===== src/rtl/shift_add_multiplier.sv =====
// Sequential shift-and-add unsigned multiplier driving an external combinational adder.
// Produces a 2*WIDTH-bit product WIDTH cycles after an accepted start, with a one-cycle done pulse.
module shift_add_multiplier #(
  parameter int unsigned WIDTH = 8
) (
  input  logic               clk,
  input  logic               reset,
  input  logic               start,
  input  logic [WIDTH-1:0]   a,
  input  logic [WIDTH-1:0]   b,
  output logic               busy,
  output logic               done,
  output logic [2*WIDTH-1:0] product,
  output logic [WIDTH-1:0]   add_x,
  output logic [WIDTH-1:0]   add_y,
  output logic               add_mode,
  output logic               add_cin,
  input  logic [WIDTH-1:0]   add_sum,
  input  logic               add_cout
);

  localparam int unsigned CW = $clog2(WIDTH) + 1;

  typedef enum logic [1:0] {
    IDLE = 2'd0,
    RUN  = 2'd1,
    DONE = 2'd2
  } state_t;

  state_t           state_q;
  state_t           state_d;
  logic             load_c;
  logic             shift_c;
  logic [WIDTH-1:0] mcand_q;
  logic [WIDTH-1:0] acc_hi_q;
  logic [WIDTH-1:0] mplier_q;
  logic [CW-1:0]    count_q;

  // State register
  always_ff @(posedge clk or posedge reset) begin
    if (reset) begin
      state_q <= IDLE;
    end else begin
      state_q <= state_d;
    end
  end

  // Next-state and datapath control
  always_comb begin
    state_d = state_q;
    load_c  = 1'b0;
    shift_c = 1'b0;
    case (state_q)
      IDLE: begin
        if (start) begin
          load_c  = 1'b1;
          state_d = RUN;
        end
      end
      RUN: begin
        shift_c = 1'b1;
        if (count_q == CW'(WIDTH - 1)) begin
          state_d = DONE;
        end
      end
      DONE: begin
        if (start) begin
          load_c  = 1'b1;
          state_d = RUN;
        end else begin
          state_d = IDLE;
        end
      end
      default: begin
        state_d = IDLE;
      end
    endcase
  end

  // Operand capture and partial-product shift; the adder's carry becomes the new top bit
  always_ff @(posedge clk or posedge reset) begin
    if (reset) begin
      mcand_q  <= '0;
      acc_hi_q <= '0;
      mplier_q <= '0;
      count_q  <= '0;
    end else if (load_c) begin
      mcand_q  <= a;
      mplier_q <= b;
      acc_hi_q <= '0;
      count_q  <= '0;
    end else if (shift_c) begin
      {acc_hi_q, mplier_q} <= {add_cout, add_sum, mplier_q[WIDTH-1:1]};
      count_q              <= count_q + CW'(1);
    end
  end

  assign busy     = (state_q == RUN);
  assign done     = (state_q == DONE);
  assign product  = {acc_hi_q, mplier_q};
  assign add_x    = acc_hi_q;
  assign add_y    = mplier_q[0] ? mcand_q : '0;
  assign add_mode = 1'b0;
  assign add_cin  = 1'b0;

endmodule


===== config.mk =====
export PLATFORM = sky130hd
export DESIGN_NAME = shift_add_multiplier
export DESIGN_NICKNAME = d
export VERILOG_FILES = /design/src/rtl/shift_add_multiplier.sv
export SDC_FILE = /design/constraint.sdc
export NUM_CORES = 1
export LEC_CHECK = 0
export CORE_MARGIN = 2
export CORE_UTILIZATION = 35
export DETAILED_ROUTE_END_ITERATION = 8
export PLACE_DENSITY = 0.81
export SLEW_MARGIN = 10
export SYNTH_ARGS = -nofsm -noshare
export SYNTH_HDL_FRONTEND = slang
export SYNTH_SLANG_ARGS = --single-unit

===== constraint.sdc =====
create_clock -name clk -period 1.8 [get_ports clk]
set_input_delay 0.45 -clock clk [delete_from_list [all_inputs] [get_ports clk]]
set_output_delay 0.45 -clock clk [all_outputs]
set_load 0.005 [all_outputs]

* Word-level counts from Yosys, hierarchy flattened
Cells that the tools add are included.
** Operators by class
- Equality and inequality tests :: 5
- Multiplexer cells :: 14
- Bitwise operators :: 0
- Multipliers :: 0
- Shift operators :: 0
- Order comparisons :: 0
- Reduce and logical (&&, ||, !) cells :: 4
- Divide/modulo/power cells :: 0
- Add/sub/neg operators :: 1
** Operators by type and width (count)
- two-way mux 8 bit :: 5
- two-way mux 4 bit :: 2
- case mux 2 bit (3 select lines) :: 1
- adder 4 x 1 -> 4 bit (second input constant) :: 1
- == test 4 x 3 -> 1 bit (second input constant) :: 1
- two-way mux 1 bit :: 4
- two-way mux 2 bit :: 2
- == test 2 x 1 -> 1 bit (second input constant) :: 1
- == test 2 bit (second input constant) :: 1
- logical NOT 2 bit :: 1
- inequality test 2 x 1 -> 1 bit (second input constant) :: 1
- inequality test 2 bit (second input constant) :: 1
- AND reduction 2 bit :: 1
- nonzero test 2 bit :: 1
- OR reduction 2 bit :: 1
** Word-level totals
- Input bits :: 28
- Bits in latches :: 0
- Memories kept :: 0
- Memory bits (writable) :: 0
- Logic and storage cells :: 29
- Register bits after elaboration :: 30
- Output and inout port bits :: 36
- ROM bits :: 0

* Longest topological paths before layout
- Word-level depth :: 4
- Depth in mapped cells :: 5
- Mapped depth without buffers :: 4

* Worst setup path after synthesis
No wires, ideal clock.
- Path kind :: flip-flop to output port
- Start point :: reg state_q[0]
- End point :: out busy
- Setup slack :: 0.566 ns
- Buffers on the path :: 2
- Arrival :: 0.784 ns
- Required time :: 1.350 ns
- Stages on the path, launching flop included :: 4
- Cells stage by stage :: dfrtp_1 nor2b_4 buf_6 buf_4
** On the way
- Cells in the longest elaborated chain, start to end :: 1
** Ends and longest elaborated chain
- from (decl) :: line 30 : state_t state_q;
- from (signal assigned) :: line 44 : state_q <= state_d;
- == test 2 x 1 -> 1 bit :: line 98 : assign busy = (state_q == RUN);
- to (decl) :: line 11 : output logic busy,
No other way between the ends.

* Worst setup path after layout
- Start point :: reg mplier_q[0]
- End point :: out add_y[7]
** On the way
- Cells in the longest elaborated chain, start to end :: 1
** Ends and longest elaborated chain
- from (decl) :: line 36 : logic [WIDTH-1:0] mplier_q;
- from (signal assigned) :: line 93 : {acc_hi_q, mplier_q} <= {add_cout, add_sum, mplier_q[WIDTH-1:1]};
- two-way mux 8 bit :: line 102 : assign add_y = mplier_q[0] ? mcand_q : '0;
- to (decl) :: line 15 : output logic [WIDTH-1:0] add_y,
No other way between the ends.

==> flow_summary.ini <==
[pwr]
swShare = 0.3133
p_sw_mw = 1.067
comb_power_share = 0.488
p_clk_frac = 0.141
total_leakage_power_nw = 1.084
fin_total_pwr_mw = 3.407
power.internal_mw = 2.340
p_per_area_mw_per_mm2 = 1638
irDropWorstVdd_v = 0.0006937
seqPwrFrac = 0.372

[cells_and_area]
drive_above_1_share = 0.1027
nNetsFinal = 214
final_cell_count_no_fill = 233
utilization = 0.5555
diodes = 0
fill_cells = 352
areaGrowthSynthToFinish_pct = 50.27

[clocking]
clk_pin_slew_worst_paths_ns = 0.05
root_buffer = clkbuf_8
cts_buffers = 5
cts_tree = yes
cts.sinks = 30
hold_buffers = 0
clk_latency_ns = 0.27
cts_max_level = 2
clock_path_buffers = 2

[drt]
wl_per_cell_um = 13.11
ant_nets = 0
vias = 1090
drc_errors = 0
finalWirelength_mm = 3.054
drt_pass1_iterations = 4
drt-vias-per-instance = 4.678
drtIter0Drc = 57

[worst_setup_path]
critical_path.cell_chain = and2_1 -> clkdlybuf4s50_1
timing.rr.start = state_q[0]
crit_arrival_ns = 1.33
critPathMaxStageDelay_ns = 0.49
rrSetupSlack_ns = 0.30
worstReg2RegEnd = count_q[0]
path_class = register to output port
critPathSlowestCell = clkdlybuf4s50_1
cp-end-kind = output port
critical_path.max_fanout = 10
critical_path_buf_inv_count = 1
critPathTopFamily = buffers and inverters
cp-start-kind = register
critical_path_required_ns = 1.35
ff2ff_path_depth = 6

[place]
dpl.hpwl_mm = 2.181
place_worst_setup_slack_ns = -0.01892
gp_congestion = 0.7038
port_buffers = 61
place_inst = 221

[sta]
slew_viol_final = 0
period_needed_ns = 1.783
setup_ws_ns = 0.01714
fmax_mhz = 560.9
grt_setup_unrepaired = true
setup_viol = 0
finalCritPeriodShare = 0.9905
hold_viol_final = 0
fin_worst_skew_ns = 0.005057

[synthesis]
synth_seq_cells = 30
synth.avg_cell_area_um2 = 11.16
yosys_warnings = 0
synth_cells = 124
seq_area_frac_synth = 0.5425
synth_cell_type_count = 25
netlist_area_mm2 = 0.001384

[floorplanning]
io_pins = 64
core_area_mm2 = 0.003744
fp-row-count = 22
initial_core_util = 0.3697
die-area_mm2 = 0.004473
chipWidth_um = 66.88
die_h_um = 66.88

[worst_hold_path]
min_from = mcand_q[5]
hold_path.class = register to register
holdPathStages = 2
min_to = mcand_q[5]

[grt]
grt_pass1_vias = 1048
gr-usage-all-layers = 0.1459
antenna_found_initial = 0
overflow = 0
grt_pass1_wl_mm = 4.761
grt_max_degree = 31

[flow_run]
drv_cap = 0

[run_status]
status = complete, no violations
[state kept, by name, summed over array words and instances (netlist names)]
name / flops
state_q: 2
count_q: 4
add_x: 8
mplier_q: 8
mcand_q: 8
[routing by layer]
| layer | global-route usage | vias to the layer above | share of wire |
|---|---|---|---|
| li1 | - | 526 | - |
| met1 | 0.1702 | 510 | 0.42 |
| met2 | 0.2350 | 50 | 0.47 |
| met3 | 0.07095 | 4 | 0.10 |
| met4 | 0.04592 | 0 | 0.0095 |
| met5 | 0 | - | 0 |
[cell families after synthesis]
logic type,after synthesis,synth area share
XOR/XNOR,1,0.006330
flip-flops,30,0.5425
AO/OA/AOI/OAI,25,0.1465
other,1,0.002710
buffers and inverters,18,0.1031
multiplexers,3,0.02260
AND/OR/NAND/NOR,45,0.1673
adder cells (fa/ha/maj),1,0.009040
[worst max path at each step]
| stage | cells after the start | end | start |
|---|---|---|---|
| after floorplan | 3 | busy | state_q[0] |
| after global placement | 5 | count_q[0] | start |
| after detailed placement | 5 | count_q[0] | start |
| after CTS | 2 | add_y[3] | mplier_q[0] |
| after global routing | 2 | add_y[7] | mplier_q[0] |
| final | 2 | add_y[7] | mplier_q[0] |
[power by group through the flow]
stage          Clock [mW]  Sequential, mW  Combinational, mW
5_1_grt             0.545            1.31               1.80
3_3_place_gp            0            1.27               1.60
4_1_cts             0.499            1.27               1.71
6_report            0.479            1.27               1.66
2_1_floorplan           0            1.24              0.960
3_5_place_dp            0            1.28               1.65
[cells in the final DEF, fill, tap and decap left out, drive strengths merged, types with 7 or more instances in the layout]
| cell | count |
|---|---|
| clkdlybuf4s50 | 52 |
| clkbuf | 7 |
| buf | 9 |
| a21o | 7 |
| dfrtp | 30 |
| and2 | 8 |
| nand2 | 28 |
| a22o | 16 |
| dlymetal6s2s | 7 |
[worst reg2reg max path, stage by stage, from the launching register on]
cell     delay [ns]
dfrtp_1        0.38
buf_4          0.14
buf_4          0.12
nor2b_1        0.14
buf_4          0.21
nor2_4         0.10
mux2_2         0.29
[metrics by stage]
stage | hold slack, ns | area (um2) | setup TNS (ns)
2_1_floorplan | 0.4374 | 1388 | 0
3_3_place_gp | 0.4491 | 1949 | 0
3_5_place_dp | 0.4561 | 1949 | -0.01892
4_1_cts | 0.4692 | 2062 | -0.02093
5_1_grt | 0.4804 | 2079 | -0.04971
6_report | 0.4647 | 2079 | 0
[Yosys cell counts]
cell type,n,area share
mux2_2,1,0.0081
nor2b_4,1,0.0099
ha_1,1,0.0090
nor2b_1,1,0.0045
buf_8,1,0.011
nor2_1,1,0.0027
a22o_1,16,0.10
conb_1,1,0.0027
and2_1,8,0.036
and2b_1,1,0.0054
o21ai_0,2,0.0072
nor2_4,1,0.0081
a21o_1,7,0.038
nand3b_1,1,0.0054
clkbuf_1,1,0.0027
dfrtp_1,30,0.54
mux2i_1,2,0.014
nand2b_1,1,0.0045
inv_1,1,0.0027
nand4_2,1,0.0090
buf_4,13,0.071
nor3b_1,1,0.0054
xor2_1,1,0.0063
buf_6,2,0.016
nand2_1,28,0.076
[area by class of cell]
| class | instances | area [um2] | area share |
|---|---|---|---|
| flip-flops and latches | 30 | 752.0 | 0.3616 |
| repair buffers | 70 | 693.2 | 0.3333 |
| multi-input cells | 77 | 494.2 | 0.2377 |
| clock buffers | 7 | 76.32 | 0.03670 |
| well taps | 48 | 60.06 | 0.02888 |
| inverters | 1 | 3.754 | 0.001805 |
[timing repair]
item	in CTS	in global routing
endpoints found under the setup margin	10	8
buffers inserted	5	0
resized for setup	3	7
pin swaps	0	0
Power figures use the tool's default switching activity.
